$ cat config.mk
export PLATFORM = sky130hd
export DESIGN_NAME = alu_exec_unit
export DESIGN_NICKNAME = d
export VERILOG_FILES = /design/src/rtl/alu_pkg.sv /design/src/rtl/alu_shift_iter.sv /design/src/rtl/alu_exec_unit.sv
export SDC_FILE = /design/constraint.sdc
export NUM_CORES = 1
export LEC_CHECK = 0
export CAP_MARGIN = 20
export CORE_ASPECT_RATIO = 1.75
export CORE_MARGIN = 10
export CORE_UTILIZATION = 30
export DETAILED_ROUTE_END_ITERATION = 7
export DONT_BUFFER_PORTS = 1
export GPL_TIMING_DRIVEN = 0
export SLEW_MARGIN = 40
export SYNTH_ARGS = -nofsm -noshare
export SYNTH_HDL_FRONTEND = slang
export SYNTH_HIERARCHICAL = 1
export SYNTH_SLANG_ARGS = --single-unit
$ cat constraint.sdc
create_clock -name clk -period 4.5 [get_ports clk]
set_input_delay 0.9 -clock clk [delete_from_list [all_inputs] [get_ports clk]]
set_output_delay 0.9 -clock clk [all_outputs]
set_load 0.01 [all_outputs]
$ cat src/rtl/alu_pkg.sv
// Shared opcodes, FSM state type and helpers for the execute-stage ALU.
package alu_pkg;

  localparam logic [2:0] ALU_ADD = 3'b000;
  localparam logic [2:0] ALU_SUB = 3'b001;
  localparam logic [2:0] ALU_AND = 3'b010;
  localparam logic [2:0] ALU_OR  = 3'b011;
  localparam logic [2:0] ALU_SRL = 3'b100;
  localparam logic [2:0] ALU_SLT = 3'b101;
  localparam logic [2:0] ALU_XOR = 3'b110;
  localparam logic [2:0] ALU_SLL = 3'b111;

  typedef enum logic [1:0] {
    S_IDLE  = 2'd0,
    S_SHIFT = 2'd1,
    S_DONE  = 2'd2
  } state_t;

  function automatic logic is_shift(input logic [2:0] op);
    return (op == ALU_SRL) || (op == ALU_SLL);
  endfunction

endpackage

$ cat src/rtl/alu_shift_iter.sv
// Iterative one-bit-per-cycle shifter: shift register plus down-counter.
// done flags the cycle whose shift is the last one; result is that shifted value.
module alu_shift_iter #(
  parameter int WIDTH = 32
) (
  input  logic                     clk,
  input  logic                     reset,
  input  logic                     abort,
  input  logic                     start,
  input  logic                     left,
  input  logic [$clog2(WIDTH)-1:0] shamt,
  input  logic [WIDTH-1:0]         data,
  output logic                     done,
  output logic [WIDTH-1:0]         result
);

  localparam int SHW = $clog2(WIDTH);

  logic [WIDTH-1:0] sreg;
  logic [SHW-1:0]   cnt;
  logic             left_q;

  assign result = left_q ? (sreg << 1) : (sreg >> 1);
  assign done   = (cnt == SHW'(1));

  always_ff @(posedge clk) begin
    if (reset) begin
      sreg   <= '0;
      cnt    <= '0;
      left_q <= 1'b0;
    end else if (abort) begin
      cnt <= '0;
    end else if (start) begin
      sreg   <= data;
      cnt    <= shamt;
      left_q <= left;
    end else if (cnt != '0) begin
      sreg <= result;
      cnt  <= cnt - SHW'(1);
    end
  end

endmodule

$ cat src/rtl/alu_exec_unit.sv
// Execute-stage ALU with valid/ready handshakes and a registered result.
// Define ALU_BARREL_SHIFT_EN to compute sll/srl in one cycle instead of iteratively.
module alu_exec_unit
  import alu_pkg::*;
#(
  parameter int WIDTH = 32
) (
  input  logic             clk,
  input  logic             reset,
  input  logic             flush,
  input  logic             in_valid,
  output logic             in_ready,
  input  logic [2:0]       ALUControl,
  input  logic [WIDTH-1:0] SrcA,
  input  logic [WIDTH-1:0] SrcB,
  output logic             out_valid,
  input  logic             out_ready,
  output logic [WIDTH-1:0] ALUResult,
  output logic             Zero
);

  localparam int SHW = $clog2(WIDTH);

  state_t           state, state_n;
  logic [WIDTH-1:0] alu_result, result_n;
  logic [WIDTH-1:0] comb_result;
  logic [SHW-1:0]   shamt;
  logic             accept;
  logic             needs_iter;
  logic             shift_start;
  logic             shift_done;
  logic [WIDTH-1:0] shift_result;

  assign shamt = SrcB[SHW-1:0];

  // Unknown opcodes fall into the default arm and behave as add.
  always_comb begin
    comb_result = SrcA + SrcB;
    case (ALUControl)
      ALU_ADD: comb_result = SrcA + SrcB;
      ALU_SUB: comb_result = SrcA - SrcB;
      ALU_AND: comb_result = SrcA & SrcB;
      ALU_OR:  comb_result = SrcA | SrcB;
      ALU_XOR: comb_result = SrcA ^ SrcB;
      ALU_SLT: comb_result = {{(WIDTH-1){1'b0}}, ($signed(SrcA) < $signed(SrcB))};
`ifdef ALU_BARREL_SHIFT_EN
      ALU_SRL: comb_result = SrcA >> shamt;
      ALU_SLL: comb_result = SrcA << shamt;
`else
      ALU_SRL: comb_result = SrcA;
      ALU_SLL: comb_result = SrcA;
`endif
      default: comb_result = SrcA + SrcB;
    endcase
  end

`ifdef ALU_BARREL_SHIFT_EN
  assign needs_iter   = 1'b0;
  assign shift_done   = 1'b0;
  assign shift_result = '0;
`else
  assign needs_iter = is_shift(ALUControl) && (shamt != '0);

  alu_shift_iter #(.WIDTH(WIDTH)) u_shift (
    .clk    (clk),
    .reset  (reset),
    .abort  (flush),
    .start  (shift_start),
    .left   (ALUControl == ALU_SLL),
    .shamt  (shamt),
    .data   (SrcA),
    .done   (shift_done),
    .result (shift_result)
  );
`endif

  always_comb begin
    in_ready = 1'b0;
    case (state)
      S_IDLE:  in_ready = 1'b1;
      S_DONE:  in_ready = out_ready;
      default: in_ready = 1'b0;
    endcase
  end

  assign accept = in_valid && in_ready;

  // Flush overrides everything but reset; the held result is kept, only validity drops.
  always_comb begin
    state_n     = state;
    result_n    = alu_result;
    shift_start = 1'b0;
    if (flush) begin
      state_n = S_IDLE;
    end else begin
      case (state)
        S_IDLE, S_DONE: begin
          if (accept) begin
            if (needs_iter) begin
              shift_start = 1'b1;
              state_n     = S_SHIFT;
            end else begin
              result_n = comb_result;
              state_n  = S_DONE;
            end
          end else if (state == S_DONE && out_ready) begin
            state_n = S_IDLE;
          end
        end
        S_SHIFT: begin
          if (shift_done) begin
            result_n = shift_result;
            state_n  = S_DONE;
          end
        end
        default: state_n = S_IDLE;
      endcase
    end
  end

  always_ff @(posedge clk) begin
    if (reset) begin
      state      <= S_IDLE;
      alu_result <= '0;
    end else begin
      state      <= state_n;
      alu_result <= result_n;
    end
  end

  assign out_valid = (state == S_DONE);
  assign ALUResult = alu_result;
  assign Zero      = (alu_result == '0);

endmodule

==> results.ini <==
[run_status]
status = completed

[clock_tree]
h-tree-depth = 3
tritoncts = built
clk_pin_slew_ns = 0.06
clkSinkCount = 72
cts_setup_buffers = 0
clock_path_buffers = 2
cts_hold_buffers = 0
cts_resized = 0
clk_latency_ns = 0.35
cts_root_buf = clkbuf_16
cts_inserted_buffers = 9

[die]
io_pins = 107
initial_utilization_pct = 30.28
core_sq_um = 31310
die-area_sq_um = 39390
die_h_um = 255.2
placementRows = 86
chipWidth_um = 154.4

[layout]
fin_area_sq_um = 10370
drive_gt1_share_pct = 8.532
layout.nets = 1468
stdcell_count = 1698
area_growth_pct = 9.357
fin_util_pct = 33.11

[critical_path]
cp-end-kind = flop
cp-start-kind = primary input
path_class = primary input to flop
cp.arrival_ns = 4.28
crit_fanout = 4
r2r-start = state[1]$_SDFFE_PP0P_
critPathRequiredTime_ns = 4.70
cp-startpoint = SrcA[0]

[route]
met3_length_um = 3042
vias = 10455
drc = 0
m1WireLength_um = 14850
drtPass1Iterations = 5
drtIter0Drc = 958
wl_met2_um = 21830
drt_wl_total_um = 43580
maxUsedRoutingLayer = met5
post_drt_wl_per_cell_um = 25.66
drtAntennaViolNets = 0
viasPerCell = 6.157

[worst_hold_path]
hp-start = u_shift/sreg[21]$_SDFFE_PP0P_
hold_path.class = flop to flop

[yosys]
netlist_area_sq_um = 9480
synth_area_per_cell_sq_um = 7.389
synth_cell_types = 90
synth_area_leaders = dfxtp_1, ha_1, a21oi_1
yosysWarnings = 6
synthArstFlopShare_pct = 0
syn_nets = 1455
yosys-top-cells-count = a21oi_1, inv_1, nand2_1
synth_top_area_cell = dfxtp_1
synth_seq_cells = 72
synth_most_common_cell = a21oi_1
yosysTopAreaCellShare_pct = 15.20
synth_seq_area_share_pct = 15.20
ys.flop_type = dfxtp_1
synth_enable_flop_cells = 0
synthCells = 1283

[grt]
grt.overflow.total = 0
grt_pass1_vias = 10402
grt_max_degree = 13
antenna_found_initial = 1
track_usage_pct = 21.19
grt_pass1_wl_um = 64470

[timing]
worst_pin_slew_ns = 0.9226
slew_headroom_pct = 38.50
layout_setup_ws_ns = 0.4128
fmax_mhz = 244.7
maxSlewViolCount = 0
setup_violations = 0
timing.setup.tns_ns = 0
period_share_pct = 90.83
hold_viol = 0
min_period_ns = 4.087
clock_skew_ns = 0.008545
grt_setup_unrepaired = false

[pwr]
switching_share_pct = 38.97
pwr_density_cell_nw_per_um2 = 263.2
switching_power_mw = 1.063
cell_internal_pwr_mw = 1.666
ir_worst_vdd_uv = 259.7
power_frac_comb_pct = 42.0
clkPwrFrac_pct = 31.4
seqPwrFrac_pct = 26.6
leakage_nw = 4.176

[run]
cap_violations = 0

[placed_design]
placed_cell_area_sq_um = 10010
dp.cells = 1681
port_buffers = 0
dp_hpwl_um = 35610
place_congestion = 0.9776
dp_slack_ns = 0.08061

## layer usage
layer / global-route usage (%) / vias up
li1: - / 4726
met1: 20.36 / 4989
met2: 38.17 / 544
met3: 4.390 / 194
met4: 17.52 / 2
met5: 0 / -
## placed cells by master (no fill, tap or decap), types with 12 or more instances in the layout
master	count
ha_1	98
nand3_1	22
a21oi_1	105
mux2i_1	42
a211oi_1	21
inv_1	104
nand2b_1	49
nor2_1	93
nor4_1	16
nor3_1	31
clkbuf_1	63
nand2_1	99
dfxtp_1	72
a21o_1	13
or3_1	12
a31oi_1	14
a221oi_1	14
o211ai_1	55
nor2b_1	12
xnor2_1	15
o31ai_1	13
o22ai_1	16
buf_2	14
o21ai_0	60
mux2_2	32
a22oi_1	19
## sequential cells by signal, summed over array words and instances, names as in the netlist
register        cells
ALUResult          32
u_shift/sreg       32
u_shift/cnt         5
state               2
u_shift/left_q      1
## metrics by stage
step	power, mW	hold WS, ns
after CTS	2.711	0.4757
after global placement	1.840	0.4520
after detailed placement	1.853	0.4671
final	2.729	0.4731
after global routing	2.847	0.4886
after floorplan	1.539	0.4218
## power by group through the flow
stage	clock network, mW	registers, mW	logic [mW]
floorplan	0	0.720	0.819
global placement	0	0.741	1.10
detailed placement	0	0.741	1.11
CTS	0.867	0.727	1.12
global route	0.887	0.731	1.23
finish	0.857	0.726	1.15
## layout make-up
cell class / count / area, sq um
timing repair buffer: 2 / 15.01
clock inverter: 5 / 103.9
clock buffer: 11 / 242.7
tap: 396 / 495.5
fill: 3317 / 20950
sequential: 72 / 1441
antenna: 1 / 2.502
buffer: 94 / 447.9
inverter: 106 / 397.9
multi-input combinational: 1011 / 7221
## worst max-delay path: stages
cell       delay, ns
inv_1           0.09
ha_1            0.18
inv_1           0.06
fa_1            0.38
nor2b_4         0.16
o311a_4         0.32
a211oi_4        0.48
o21ai_2         0.12
a2111oi_1       0.68
nor3_1          0.18
o41ai_1         0.37
o31a_1          0.27
a211oi_1        0.09
## path summary, 6_finish.rpt
kind,cells past startpoint,slack [ns],to
hold reg to reg,2,0.47,u_shift/sreg[21]$_SDFFE_PP0P_
setup / recovery,13,0.41,ALUResult[14]$_SDFFE_PP0P_
hold / removal,2,0.47,u_shift/sreg[21]$_SDFFE_PP0P_
setup reg to reg,6,1.50,ALUResult[10]$_SDFFE_PP0P_
## logic make-up (layout without fill, tap and decap cells)
| family | Yosys count | after routing | share of synthesized area [%] |
|---|---|---|---|
| compound gates | 436 | 436 | 32.30 |
| simple gates | 377 | 377 | 19.65 |
| buf+inv | 200 | 218 | 8.895 |
| fa+ha+maj | 100 | 100 | 13.36 |
| mux | 75 | 75 | 8.473 |
| flops | 72 | 72 | 15.20 |
| xor+xnor | 23 | 23 | 2.125 |
| other cells | 0 | 1 | 0 |
No activity file was read; power rests on OpenSTA's default activity.
